File: src/rtl/rtc_bus_responder.sv
// rtl/rtc_bus_responder.sv - RTC multiplexed address/data bus responder with local register file
module rtc_bus_responder #(
   parameter int DEPTH    = 16,
   parameter int HOLD_CYC = 4
) (
   input  logic       clk,
   input  logic       reset,
   input  logic       a_d,
   input  logic       cs,
   input  logic       rd,
   input  logic       wr,
   input  logic [7:0] ad_in,
   output logic [7:0] ad_out,
   output logic       ad_oe,
   input  logic       upd_en,
   input  logic [7:0] upd_addr,
   input  logic [7:0] upd_data,
   input  logic       err_clr,
   output logic       reg_wr_stb,
   output logic [7:0] reg_wr_addr,
   output logic       proto_err
);

   localparam int AW = (DEPTH > 1) ? $clog2(DEPTH) : 1;

   typedef enum logic [2:0] {
      ST_IDLE, ST_ADDR, ST_AWAIT, ST_WRITE, ST_READ, ST_HOLD, ST_ERRW
   } state_t;

   state_t     state_q, state_d;
   logic       s_a_d_q, s_cs_q, s_rd_q, s_wr_q;
   logic [7:0] s_ad_in_q;
   logic [7:0] addr_q, addr_d;
   logic [7:0] wdata_q, wdata_d;
   logic [7:0] ad_out_q, ad_out_d;
   logic       ad_oe_q, ad_oe_d;
   logic [7:0] cnt_q, cnt_d;
   logic       reg_wr_stb_q;
   logic [7:0] reg_wr_addr_q;
   logic       proto_err_q;
   logic [7:0] regs_q [DEPTH];

   logic       as_s, ws_s, rs_s, cs_bad_s;
   logic       commit, err_set;
   logic       addr_in_range, upd_in_range;
   logic [7:0] rd_data;

   assign as_s     = !s_cs_q & !s_a_d_q & !s_wr_q;
   assign ws_s     = !s_cs_q &  s_a_d_q & !s_wr_q &  s_rd_q;
   assign rs_s     = !s_cs_q &  s_a_d_q & !s_rd_q &  s_wr_q;
   assign cs_bad_s = !s_cs_q &  s_a_d_q & !s_rd_q & !s_wr_q;

   assign addr_in_range = ({1'b0, addr_q} < 9'(DEPTH));
   assign upd_in_range  = ({1'b0, upd_addr} < 9'(DEPTH));
   assign rd_data       = addr_in_range ? regs_q[addr_q[AW-1:0]] : 8'h00;

   // Single-stage capture of the bus pins; idle values keep the FSM quiet out of reset
   always_ff @(posedge clk or posedge reset) begin
      if (reset) begin
         s_a_d_q   <= 1'b0;
         s_cs_q    <= 1'b1;
         s_rd_q    <= 1'b1;
         s_wr_q    <= 1'b1;
         s_ad_in_q <= 8'h00;
      end else begin
         s_a_d_q   <= a_d;
         s_cs_q    <= cs;
         s_rd_q    <= rd;
         s_wr_q    <= wr;
         s_ad_in_q <= ad_in;
      end
   end

   // Transfer FSM: next state, address/data capture, read drive and commit/error decisions
   always_comb begin
      state_d  = state_q;
      addr_d   = addr_q;
      wdata_d  = wdata_q;
      ad_out_d = ad_out_q;
      ad_oe_d  = ad_oe_q;
      cnt_d    = cnt_q;
      commit   = 1'b0;
      err_set  = 1'b0;
      case (state_q)
         ST_IDLE: begin
            if (as_s) begin
               state_d = ST_ADDR;
               addr_d  = s_ad_in_q;
            end else if (ws_s || rs_s || cs_bad_s) begin
               err_set = 1'b1;
               state_d = ST_ERRW;
            end
         end
         ST_ADDR: begin
            if (as_s) addr_d = s_ad_in_q;
            else      state_d = ST_AWAIT;
         end
         ST_AWAIT: begin
            if (as_s) begin
               state_d = ST_ADDR;
               addr_d  = s_ad_in_q;
            end else if (ws_s) begin
               state_d = ST_WRITE;
               wdata_d = s_ad_in_q;
            end else if (rs_s) begin
               state_d  = ST_READ;
               ad_oe_d  = 1'b1;
               ad_out_d = rd_data;
            end else if (cs_bad_s) begin
               err_set = 1'b1;
               state_d = ST_ERRW;
            end
         end
         ST_WRITE: begin
            // A read strobe during a write aborts it; the data is never committed
            if (!s_rd_q) begin
               err_set = 1'b1;
               state_d = ST_ERRW;
            end else if (ws_s) begin
               wdata_d = s_ad_in_q;
            end else begin
               commit  = 1'b1;
               state_d = ST_IDLE;
            end
         end
         ST_READ: begin
            if (!rs_s) begin
               state_d = ST_HOLD;
               cnt_d   = 8'h00;
            end
         end
         ST_HOLD: begin
            if (as_s) begin
               state_d = ST_ADDR;
               addr_d  = s_ad_in_q;
               ad_oe_d = 1'b0;
            end else if (cnt_q == 8'(HOLD_CYC - 1)) begin
               state_d = ST_IDLE;
               ad_oe_d = 1'b0;
            end else begin
               cnt_d = cnt_q + 8'h01;
            end
         end
         ST_ERRW: begin
            if (s_cs_q) state_d = ST_IDLE;
         end
         default: state_d = ST_IDLE;
      endcase
   end

   // State, datapath and status registers
   always_ff @(posedge clk or posedge reset) begin
      if (reset) begin
         state_q       <= ST_IDLE;
         addr_q        <= 8'h00;
         wdata_q       <= 8'h00;
         ad_out_q      <= 8'h00;
         ad_oe_q       <= 1'b0;
         cnt_q         <= 8'h00;
         reg_wr_stb_q  <= 1'b0;
         reg_wr_addr_q <= 8'h00;
         proto_err_q   <= 1'b0;
      end else begin
         state_q      <= state_d;
         addr_q       <= addr_d;
         wdata_q      <= wdata_d;
         ad_out_q     <= ad_out_d;
         ad_oe_q      <= ad_oe_d;
         cnt_q        <= cnt_d;
         reg_wr_stb_q <= commit;
         if (commit) reg_wr_addr_q <= addr_q;
         if (err_set)      proto_err_q <= 1'b1;
         else if (err_clr) proto_err_q <= 1'b0;
      end
   end

   // Register file: bus commit takes priority over the local update port on the same entry
   always_ff @(posedge clk or posedge reset) begin
      if (reset) begin
         for (int i = 0; i < DEPTH; i++) regs_q[i] <= 8'h00;
      end else begin
         for (int i = 0; i < DEPTH; i++) begin
            if (commit && addr_in_range && (addr_q[AW-1:0] == AW'(i)))
               regs_q[i] <= wdata_q;
            else if (upd_en && upd_in_range && (upd_addr[AW-1:0] == AW'(i)))
               regs_q[i] <= upd_data;
         end
      end
   end

   assign ad_out      = ad_out_q;
   assign ad_oe       = ad_oe_q;
   assign reg_wr_stb  = reg_wr_stb_q;
   assign reg_wr_addr = reg_wr_addr_q;
   assign proto_err   = proto_err_q;

endmodule

File: config.mk
export PLATFORM = sky130hd
export DESIGN_NAME = rtc_bus_responder
export DESIGN_NICKNAME = d
export VERILOG_FILES = /design/src/rtl/rtc_bus_responder.sv
export SDC_FILE = /design/constraint.sdc
export NUM_CORES = 1
export LEC_CHECK = 0
export ABC_CLOCK_PERIOD_IN_PS = 7700
export CAP_MARGIN = 20
export CORE_ASPECT_RATIO = 1.75
export CORE_MARGIN = 2
export CORE_UTILIZATION = 35
export DETAILED_ROUTE_END_ITERATION = 6
export GPL_ROUTABILITY_DRIVEN = 0
export PLACE_DENSITY = 0.62
export SLEW_MARGIN = 40
export SYNTH_ARGS = -nofsm -noshare
export SYNTH_HDL_FRONTEND = slang
export SYNTH_SLANG_ARGS = --single-unit
File: constraint.sdc
create_clock -name clk -period 7.7 [get_ports clk]
set_input_delay 1.155 -clock clk [delete_from_list [all_inputs] [get_ports clk]]
set_output_delay 1.155 -clock clk [all_outputs]
set_load 0.05 [all_outputs]
**Word level (Yosys, flattened, before mapping)**

Cells that the tools add are included.

- Register bits after elaboration: 186
- Input port bits: 32
- Logic and storage cells: 242

- Reductions and logical operators: 70
- Add/subtract/negate cells: 1
- Bitwise gates (word level): 11
- Mux-type cells: 77
- Eq/ne operators: 50
- Order comparisons: 3

Operators with widths:

| operator | count |
|---|---|
| 8-bit two-way mux | 41 |
| 4-bit equality test (second input constant) | 16 |
| 2-bit nonzero test | 20 |
| 3-bit two-way mux | 13 |
| 1-bit logical AND | 34 |
| 8-bit binary-select mux with 4-bit select | 1 |
| 4-bit by 3-bit equality test with 1-bit output (second input constant) | 8 |
| 8-bit case mux with 2 select lines | 2 |
| 3-bit case mux with 7 select lines | 1 |
| 2-bit != test (second input constant) | 9 |
| 1-bit two-way mux | 17 |
| 4-bit by 2-bit equality test with 1-bit output (second input constant) | 4 |
| 8-bit by 5-bit less-than comparator with 1-bit output (second input constant) | 2 |
| 3-bit equality test (second input constant) | 3 |
| 3-bit != test (second input constant) | 3 |
| 8-bit by 1-bit adder with 8-bit output (second input constant) | 1 |
| 1-bit bitwise AND | 8 |
| 4-bit by 1-bit equality test with 1-bit output (second input constant) | 2 |
| 8-bit by 2-bit equality test with 1-bit output (second input constant) | 1 |
| 4-bit zero test | 2 |
| 4-bit AND reduction | 2 |
| 7-bit AND reduction | 1 |
| 3-bit by 2-bit equality test with 1-bit output (second input constant) | 2 |
| 5-bit greater-or-equal comparator (second input constant) | 1 |
| 13 further kinds | 18 |

**Logic depth before layout (Yosys ltp)**

Gate-level depths: netlist (run 1).

- Depth in word-level cells: 10
- Mapped depth: 10
- Mapped depth without buffers: 6

**Worst setup path before layout (run 1)**

No wires, ideal clock.

- Kind: input to register
- From: input upd_addr[5]
- To: register regs_q[72] in the netlist's numbering
- Buffers on the path: 0
- Data required time: 7.563 ns
- Setup slack: 4.921 ns
- Arrival: 2.642 ns
- Stages on the path: 5
- Cell sequence: or3b_2 nor4_2 nand2_1 mux2i_1 a21oi_1

- Longest elaborated chain between the ends: 4

Ends and longest elaborated chain:

| what | RTL line | RTL |
|---|---|---|
| from (decl) | 16 | `input logic [7:0] upd_addr,` |
| 8-bit by 5-bit less-than comparator with 1-bit output | 54 | `assign upd_in_range = ({1'b0, upd_addr} < 9'(DEPTH));` |
| 1-bit logical AND (2 in series) | 185 | `else if (upd_en && upd_in_range && (upd_addr[AW-1:0] == AW'(i)))` |
| 2-bit nonzero test (no source line) | - |  |
| to (signal, indexed assignment) | 184 | `regs_q[i] <= wdata_q;` |
| to (signal, indexed assignment) | 186 | `regs_q[i] <= upd_data;` |
| to (decl) | 41 | `logic [7:0] regs_q [DEPTH];` |

Every way passes these cells.
A chain may end at the register's enable or synchronous reset.

**Final worst setup path (run 1)**

- From: input upd_addr[7]
- To: register regs_q[100] in the netlist's numbering

Same word-level chain as after synthesis.

==> results.sh, run 1 <==
export IMPL_period_needed_ns=3.29
export IMPL_period_share_pct=42.8
export IMPL_area_growth_pct=13.9
export IMPL_start_kind="primary input"
export IMPL_p_per_area_mw_per_mm2=302
export IMPL_antenna_found_initial=0
export IMPL_drtIter0Drc=605
export IMPL_avgSynthCellArea_um2=10.5
export IMPL_fmax_mhz=304
export IMPL_synth_edf_count=0
export IMPL_drt_wl_total_um=25700
export IMPL_clkSlewWorstSetupHoldPaths_ns=0.07
export IMPL_endpoint_kind="register"
export IMPL_yosysMostFrequentCell="dfrtp_1"
export IMPL_tightestPinTransition_ns=0.876
export IMPL_rsz0062_at_grt="false"
export IMPL_cts_repair_resized=0
export IMPL_async_reset_ff_share_pct=100
export IMPL_tns_ns=0
export IMPL_ant_nets=0
export IMPL_core_area_mm2=0.0267
export IMPL_status="finished, final reports clean"
export IMPL_path_buf_inv=1
export IMPL_fin_nets=947
export IMPL_antenna_cells=0
export IMPL_start_util_pct=35.7
export IMPL_port_buffer_count=50
export IMPL_syn_inst=906
export IMPL_cts_root_buf="clkbuf_16"
export IMPL_insertion_delay_ns=0.45
export IMPL_routed_via_density=5.54
export IMPL_cts_tree="yes"
export IMPL_dp_hpwl_um=17000
export IMPL_slowest_stage="or4_1"
export IMPL_drive_above_1_share_pct=12.8
export IMPL_cts_max_path_buffers=2
export IMPL_firstDrtPassIters=7
export IMPL_max_stage_delay_ns=0.56
export IMPL_hold_viol=0
export IMPL_die_width_um=129
export IMPL_ys_seq_area_share_pct=48.9
export IMPL_synth_area_mux_share_pct=23.4
export IMPL_synth_top_cells_by_count="183 x dfrtp_1, 128 x mux2i_1, 115 x nand2_1"
export IMPL_ys_seq_elements=186
export IMPL_die_height_um=222
export IMPL_whs_ns=0.472
export IMPL_maxCapViolCount=0
export IMPL_post_cts_buffers=0
export IMPL_synth_distinct_cells=54
export IMPL_drc=0
export IMPL_grt_usage_pct=18.9
export IMPL_ys_top_cells_by_area="dfrtp_1 48%, mux2i_1 13%, mux4_2 7.6%"
export IMPL_synth_top_family_by_area="multiplexers"
export IMPL_syn_area_mm2=0.00952
export IMPL_cts_hold_buffers=0
export IMPL_critical_path_top_delay_family="simple AND/OR/NAND/NOR gates"
export IMPL_worstPathCellList="clkdlybuf4s50_1, or4_1, nor2_1, nand3_1, mux2i_1, a21oi_1"
export IMPL_finalClockSkew_ns=0.00772
export IMPL_rows=79
export IMPL_synth_top_area_share_pct=48.1
export IMPL_overflow=0
export IMPL_area_sequential_mm2=0.00466
export IMPL_synth_xor_area_share_pct=0.184
export IMPL_maxSlewHeadroom_pct=41.4
export IMPL_cts_buffers_inserted=17
export IMPL_path_class="in2reg"
export IMPL_path_max_fanout=8
export IMPL_cts_sinks=186
export IMPL_crit_arrival_ns=3.59
export IMPL_multi_input_area_mm2=0.00457
export IMPL_vias=6936
export IMPL_grt_max_degree=110
export IMPL_io_pins=51
export IMPL_post_route_util_pct=40.6
export IMPL_slew_viol_final=0
export IMPL_wl_per_cell_um=20.5
export IMPL_fin_area_mm2=0.0108
export IMPL_grt_pass1_vias=7186
export IMPL_ys_flop_type="dfrtp_1"
export IMPL_hold_path_class="reg2reg"
export IMPL_dieArea_mm2=0.0286
export IMPL_synth_compound_area_share_pct=9.84
export IMPL_synth_nets=939
export IMPL_finalPower_w=0.00328
export IMPL_leakagePower_nw=4.87
export IMPL_crit_required_ns=8.00
export IMPL_synth_warnings=0
export IMPL_synth_adder_area_share_pct=0.131
export IMPL_postPlaceCellArea_mm2=0.0102
export IMPL_peakVddDrop_mv=0.178
export IMPL_synthSimpleGateAreaFrac_pct=14.2
export IMPL_setup_violations=0
export IMPL_n_fill_cell=2569
export IMPL_htree_levels=4
export IMPL_synth_top_cell_by_area="dfrtp_1"
export IMPL_grt_pass1_wl_um=40600
-- per-layer routing --
| metal | part of all wire [%] | wire length (µm) | global-route usage [%] | vias to the layer above |
|---|---|---|---|---|
| met5 | 0 | 0 | 0 | - |
| met4 | 5.5 | 1400 | 10.6 | 0 |
| met3 | 4.4 | 1140 | 3.27 | 60 |
| met2 | 52 | 13300 | 32.5 | 212 |
| met1 | 38 | 9820 | 21.9 | 3426 |
| li1 | - | - | - | 3238 |
-- flip-flops by register name (all words and copies together) (netlist names), 3 cells and up --
register	cells
s_ad_in_q	8
ad_out	8
addr_q	8
wdata_q	8
cnt_q	8
reg_wr_addr	8
regs_q	128
state_q	3
-- cell families (layout without fill, tap and decap cells) --
group           Yosys count  after routing
xor+xnor                  2              2
flops                   186            186
compound gates          171            171
simple gates            292            292
mux                     180            180
buf+inv                  74             95
fa+ha+maj                 1              1
-- power by group --
part | internal (W) | switching (W)
clock network | 0.000555 | 0.000380
registers | 0.00115 | 0.000280
logic | 0.000390 | 0.000525
-- placed cells by master (no fill, tap or decap), types with 4 or more instances in the layout --
cell type | Yosys | routed
inv_1 | 5 | 4
a221oi_1 | 9 | 9
nand4_1 | 8 | 8
mux2i_1 | 128 | 128
o21ai_1 | 12 | 11
o21ai_0 | 48 | 48
buf_4 | 1 | 6
clkbuf_1 | 39 | 4
clkbuf_8 | 0 | 5
nand3_1 | 17 | 17
clkdlybuf4s50_1 | 0 | 49
nor3_1 | 7 | 7
nor4_2 | 6 | 6
clkbuf_16 | 0 | 17
mux2_2 | 20 | 20
nor2b_1 | 7 | 6
mux4_2 | 32 | 32
a21oi_1 | 89 | 89
nand2b_1 | 5 | 5
dfrtp_1 | 183 | 181
nand2_1 | 115 | 115
nor2_1 | 103 | 102
-- area by class of cell --
class / instances / share of cell area [%]
sequential: 186 / 43.0
multi-input combinational: 646 / 42.1
timing repair buffer: 57 / 5.09
clock buffer: 26 / 4.70
tap: 324 / 3.74
clock inverter: 6 / 1.03
inverter: 6 / 0.323
-- final timing paths --
path                              from           to  slack [ns]  depth (start not counted)
hold / removal                cnt_q[7]     cnt_q[7]        0.47                          1
min in group asynchronous        reset     cnt_q[4]        1.15                          2
setup reg to reg            state_q[0]   regs_q[90]        4.70                          6
hold reg to reg               cnt_q[7]     cnt_q[7]        0.47                          1
max in group asynchronous        reset  regs_q[127]        5.36                          3
setup / recovery           upd_addr[7]  regs_q[100]        4.41                          6
-- metrics by stage --
| step | worst slack (ns) | cells |
|---|---|---|
| after detailed placement | 3.96 | 1218 |
| after global routing | 4.33 | 1251 |
| after CTS | 4.44 | 1250 |
| after global placement | 3.98 | 1218 |
| after floorplan | 1.49 | 906 |
| final | 4.41 | 1251 |
-- worst reg2reg max path, delay by kind of cell, from the launching register on --
| family | cells | cell delay (ns) |
|---|---|---|
| flops | 1 | 0.64 |
| simple gates | 4 | 1.74 |
| buf+inv | 1 | 0.40 |
| compound gates | 1 | 0.06 |
(Power assumes the default switching activity.)
==> inputs of run 2 (changes only) <==
--- a/config.mk
+++ b/config.mk
@@ -5,14 +5,14 @@
 export SDC_FILE = /design/constraint.sdc
 export NUM_CORES = 1
 export LEC_CHECK = 0
-export ABC_CLOCK_PERIOD_IN_PS = 7700
+export ABC_CLOCK_PERIOD_IN_PS = 2900
 export CAP_MARGIN = 20
 export CORE_ASPECT_RATIO = 1.75
 export CORE_MARGIN = 2
 export CORE_UTILIZATION = 35
 export DETAILED_ROUTE_END_ITERATION = 6
 export GPL_ROUTABILITY_DRIVEN = 0
-export PLACE_DENSITY = 0.62
+export PLACE_DENSITY = 0.64
 export SLEW_MARGIN = 40
 export SYNTH_ARGS = -nofsm -noshare
 export SYNTH_HDL_FRONTEND = slang
==> constraint.sdc (replaced) <==
create_clock -name clk -period 2.9 [get_ports clk]
set_input_delay 0.435 -clock clk [delete_from_list [all_inputs] [get_ports clk]]
set_output_delay 0.435 -clock clk [all_outputs]
set_load 0.05 [all_outputs]
==> run 2 against run 1 <==
  * Register-to-register slack worse by 4.4 ns
  * Total power increased to 2.7 times the previous value
  * Combinational power rose to 2.8 times the previous value
  * Sequential share of layout area is 1.4 points lower
  * Via count rose by 1.2%
  * Critical path type is now reg2reg
  * Clock skew barely moved
  * Count of clock-buffer cells in the layout fell by 8
  * Hold slack got worse by 0.088 ns
  * Worst setup slack got worse by 4.1 ns
  * Routed wire length grew 0.87%
==> results.sh, run 2 (same netlist as run 1, synthesis figures left out) <==
export IMPL_dp_hpwl_um=17900
export IMPL_fmax_mhz=385
export IMPL_start_kind="register"
export IMPL_p_switching_w=0.00320
export IMPL_drc=0
export IMPL_holdPathStages=1
export IMPL_clkSlewWorstSetupHoldPaths_ns=0.07
export IMPL_hold_path_class="in2reg"
export IMPL_tightestPinTransition_ns=0.844
export IMPL_n_fill_cell=2548
export IMPL_crit_required_ns=3.20
export IMPL_hold_viol=0
export IMPL_crit_arrival_ns=2.90
export IMPL_io_pins=51
export IMPL_post_cts_buffers=0
export IMPL_insertion_delay_ns=0.45
export IMPL_r2r_end="regs_q[106]"
export IMPL_die_height_um=222
export IMPL_leakagePower_nw=5.06
export IMPL_drive_above_1_share_pct=16.5
export IMPL_cts_tree="yes"
export IMPL_grt_pass1_wl_um=40100
export IMPL_drtIter0Drc=452
export IMPL_antenna_found_initial=0
export IMPL_final_cells=1292
export IMPL_tns_ns=0
export IMPL_path_max_fanout=17
export IMPL_switching_share_pct=35.8
export IMPL_fin_nets=988
export IMPL_wl_met3_um=913
export IMPL_dp_cells=1259
export IMPL_cts_root_buf="clkbuf_16"
export IMPL_largest_reg_flops=128
export IMPL_finalClockSkew_ns=0.00811
export IMPL_rsz0062_at_grt="false"
export IMPL_wl_met1_um=9900
export IMPL_critical_path_top_delay_family="simple AND/OR/NAND/NOR gates"
export IMPL_maxCapViolCount=0
export IMPL_area_growth_pct=17.9
export IMPL_path_buf_inv=1
export IMPL_overflow=0
export IMPL_endpoint_kind="register"
export IMPL_setup_violations=0
export IMPL_worstPathCellList="nand4b_2, or2_1, inv_2, nand4_1, nor2_1, a21oi_1"
export IMPL_cts_buffers_inserted=17
export IMPL_rows=79
export IMPL_hp_start="rd"
export IMPL_postPlaceCellArea_mm2=0.0106
export IMPL_p_per_area_mw_per_mm2=798
export IMPL_htree_levels=4
export IMPL_cts_repair_resized=0
export IMPL_cts_max_path_buffers=2
export IMPL_peakVddDrop_mv=0.406
export IMPL_cts_hold_buffers=0
export IMPL_whs_ns=0.384
export IMPL_mostFrequentLayoutCells="181 x dfrtp_1, 128 x mux2i_1, 115 x nand2_1"
export IMPL_combPwrFrac_pct=28.9
export IMPL_slew_viol_final=0
export IMPL_port_buffer_count=50
export IMPL_max_stage_delay_ns=0.62
export IMPL_pwr_share_clk_pct=29.1
export IMPL_routed_via_density=5.43
export IMPL_maxUsedRoutingLayer="met4"
export IMPL_period_needed_ns=2.60
export IMPL_grt_pass1_vias=7062
export IMPL_hold_end="s_rd_q"
export IMPL_fin_area_mm2=0.0112
export IMPL_grt_usage_pct=18.7
export IMPL_maxSlewHeadroom_pct=43.6
export IMPL_status="finished, final reports clean"
export IMPL_r2r_cells=6
export IMPL_antenna_cells=0
export IMPL_die_width_um=129
export IMPL_start_util_pct=35.7
export IMPL_cts_sinks=186
export IMPL_drt_wl_total_um=25900
export IMPL_reg2reg_from="s_rd_q"
export IMPL_wl_per_cell_um=20.1
export IMPL_grt_max_degree=50
export IMPL_internal_power_w=0.00575
export IMPL_finalPower_w=0.00896
export IMPL_r2r_setup_slack_ns=0.30
export IMPL_core_area_mm2=0.0267
export IMPL_ant_nets=0
export IMPL_slowest_stage="dfstp_2"
export IMPL_power_frac_seq_pct=42.0
export IMPL_top_register="regs_q"
export IMPL_vias=7017
export IMPL_wl_met2_um=14200
export IMPL_path_class="reg2reg"
export IMPL_firstDrtPassIters=5
export IMPL_period_share_pct=89.5
export IMPL_dieArea_mm2=0.0286
export IMPL_final_common_cell="dfrtp_1"
-- run 2: cell count changes in the layout (fill, tap and decap cells not counted), sizes merged, moves of 2 or more --
cell,previous run,this run
clkinvlp,1,6
inv,5,7
bufinv,3,5
buf,8,48
clkbuf,26,18
-- run 2: power by group through the flow --
stage / Clock [W] / Combinational [W] / Sequential, W
after floorplan: 0 / 0.00175 / 0.00362
final: 0.00260 / 0.00259 / 0.00376
after CTS: 0.00265 / 0.00260 / 0.00376
after detailed placement: 0 / 0.00259 / 0.00381
after global routing: 0.00275 / 0.00279 / 0.00383
after global placement: 0 / 0.00256 / 0.00379
-- run 2: area by class of cell --
cell class | instances | area, µm² | share of cell area, %
well taps | 324 | 405 | 3.61
clock buffers | 18 | 439 | 3.91
repair buffers | 98 | 923 | 8.23
clock inverters | 14 | 219 | 1.95
inverters | 6 | 26.3 | 0.234
flip-flops and latches | 186 | 4660 | 41.5
multi-input cells | 646 | 4550 | 40.5
-- run 2: how the worst max path moves through the flow --
stage                       from     endpoint  cells after the start  slack (ns)
final                     s_rd_q  regs_q[106]                      6        0.30
after global routing      s_rd_q  regs_q[107]                      6        0.08
after CTS                 s_rd_q  regs_q[113]                      6        0.24
after detailed placement  upd_en   regs_q[87]                      7        0.21
after global placement    upd_en   regs_q[40]                      7        0.24
after floorplan            reset        ad_oe                      1        0.07
-- run 2: layer usage --
layer  vias up  GRT usage (%)
li1       3325              -
met1      3464           21.0
met2       181           33.9
met3        47           3.06
met4         0           8.52
met5         -              0
-- run 2: metrics by stage --
step           util, %  setup WS, ns
3_5_place_dp      39.6         0.210
6_report          42.1         0.305
4_1_cts           42.0         0.242
5_1_grt           42.1        0.0808
2_1_floorplan        -        0.0749
3_3_place_gp      39.6         0.241
==> inputs of run 3 (changes only) <==
--- a/config.mk
+++ b/config.mk
@@ -12,7 +12,6 @@
 export CORE_UTILIZATION = 35
 export DETAILED_ROUTE_END_ITERATION = 6
 export GPL_ROUTABILITY_DRIVEN = 0
-export PLACE_DENSITY = 0.64
 export SLEW_MARGIN = 40
 export SYNTH_ARGS = -nofsm -noshare
 export SYNTH_HDL_FRONTEND = slang
==> run 3 against run 2 <==
  * Via count barely moved
  * Utilization fell by 0.37 points
  * Critical path type unchanged
  * Total power fell by 2.6%
  * Sequential cell count did not move
  * Cell area fell by 0.88%
  * Routed wire length fell by 0.29%
  * Sequential power fell by 2%
  * Register-to-register slack improved by 0.32 ns
  * Die area did not move
  * Clock skew rose by 0.0037 ns
  * Clock power fell by 8.1%
  * Non-clock buffer count fell by 1
  * Largest power group unchanged
==> results.sh, run 3 (same netlist as run 1, synthesis figures left out) <==
export IMPL_status="finished, final reports clean"
export IMPL_start_util_pct=35.7
export IMPL_core_area_mm2=0.0267
export IMPL_post_route_util_pct=41.7
export IMPL_dp_hpwl_um=17900
export IMPL_grt_max_degree=67
export IMPL_p_per_area_mw_per_mm2=784
export IMPL_cts_sinks=186
export IMPL_path_class="reg2reg"
export IMPL_fin_area_mm2=0.0111
export IMPL_slew_viol_final=0
export IMPL_reg2reg_from="s_rd_q"
export IMPL_hold_viol=0
export IMPL_period_needed_ns=2.27
export IMPL_wl_met2_um=13500
export IMPL_firstDrtPassIters=5
export IMPL_endpoint_kind="register"
export IMPL_maxSlewHeadroom_pct=43.4
export IMPL_insertion_delay_ns=0.45
export IMPL_finalClockSkew_ns=0.0118
export IMPL_timing_final_ws_setup_ns=0.626
export IMPL_crit_start="s_rd_q"
export IMPL_routed_via_density=5.44
export IMPL_port_buffer_count=50
export IMPL_cts_tree="yes"
export IMPL_wl_met1_um=10300
export IMPL_grt_usage_pct=19.2
export IMPL_crit_required_ns=3.27
export IMPL_wl_per_cell_um=20.0
export IMPL_antenna_cells=0
export IMPL_cts_hold_buffers=0
export IMPL_final_common_cell="dfrtp_1"
export IMPL_path_max_fanout=16
export IMPL_start_kind="register"
export IMPL_drive_above_1_share_pct=16.5
export IMPL_htree_levels=4
export IMPL_cts_buffers_inserted=17
export IMPL_setup_violations=0
export IMPL_hold_path_class="in2async"
export IMPL_grt_pass1_vias=7146
export IMPL_clkSlewWorstSetupHoldPaths_ns=0.07
export IMPL_ant_nets=0
export IMPL_vias=7019
export IMPL_wl_met3_um=962
export IMPL_tns_ns=0
export IMPL_mostFrequentLayoutCells="180 x dfrtp_1, 128 x mux2i_1, 115 x nand2_1"
export IMPL_endpoint="regs_q[6]"
export IMPL_finalPower_w=0.00872
export IMPL_r2r_cells=7
export IMPL_tightestPinTransition_ns=0.849
export IMPL_drt_wl_total_um=25800
export IMPL_antenna_found_initial=0
export IMPL_die_height_um=222
export IMPL_fin_nets=987
export IMPL_largest_reg_flops=128
export IMPL_die_width_um=129
export IMPL_peakVddDrop_mv=0.466
export IMPL_drc=0
export IMPL_cts_root_buf="clkbuf_16"
export IMPL_drtIter0Drc=486
export IMPL_maxUsedRoutingLayer="met4"
export IMPL_post_cts_buffers=0
export IMPL_top_register="regs_q"
export IMPL_dieArea_mm2=0.0286
export IMPL_n_fill_cell=2557
export IMPL_postPlaceCellArea_mm2=0.0105
export IMPL_overflow=0
export IMPL_r2r_end="regs_q[6]"
export IMPL_rows=79
export IMPL_leakagePower_nw=5.03
export IMPL_dp_slack_ns=0.208
export IMPL_cts_repair_resized=0
export IMPL_maxCapViolCount=0
export IMPL_grt_pass1_wl_um=41600
export IMPL_crit_arrival_ns=2.64
export IMPL_rsz0062_at_grt="false"
export IMPL_r2r_setup_slack_ns=0.63
export IMPL_period_share_pct=78.4
export IMPL_area_growth_pct=16.8
export IMPL_io_pins=51
export IMPL_fmax_mhz=440
export IMPL_cts_max_path_buffers=2
-- run 3: final cells by class --
type,count,area (µm²),area share (%)
tap,324,405,3.64
timing repair buffer,97,893,8.03
clock buffer,21,460,4.14
inverter,6,26.3,0.236
sequential,186,4660,41.9
multi-input combinational,646,4550,40.9
clock inverter,11,130,1.17
-- run 3: worst min-delay path by stage --
stage	cells past startpoint	to	slack, ns	from
after detailed placement	2	reg_wr_addr[4]	0.47	reg_wr_addr[4]
after global routing	2	regs_q[95]	0.35	reset
after CTS	2	regs_q[95]	0.34	reset
after global placement	2	reg_wr_addr[4]	0.46	reg_wr_addr[4]
after floorplan	0	s_cs_q	0.44	cs
final	2	regs_q[123]	0.34	reset
-- run 3: report_power, final --
| part | internal [W] | leakage, nW | switching [W] | total (W) |
|---|---|---|---|---|
| logic | 0.00115 | 2.83 | 0.00152 | 0.00267 |
| registers | 0.00305 | 1.90 | 0.000615 | 0.00367 |
| clock network | 0.00133 | 0.290 | 0.00106 | 0.00239 |
| total | 0.00553 | 5.03 | 0.00319 | 0.00872 |
-- run 3: through the flow --
step | hold WS (ns) | instances
6_report | 0.342 | 1291
5_1_grt | 0.347 | 1291
4_1_cts | 0.343 | 1291
3_5_place_dp | 0.469 | 1259
3_3_place_gp | 0.460 | 1259
2_1_floorplan | 0.439 | 906
-- run 3: critical path, stage by stage, from the launching register on --
cell and delay [ns]:
dfstp_2 0.62, nand4b_2 0.16, or2_1 0.43, buf_4 0.25
nor4_2 0.31, buf_4 0.25, nand2_1 0.07, o21ai_0 0.10
-- run 3: per-layer routing --
metal  up-vias  track usage [%]
li1       3321                -
met1      3459             23.1
met2       190             33.0
met3        49             3.11
met4         0             9.26
met5         -                0
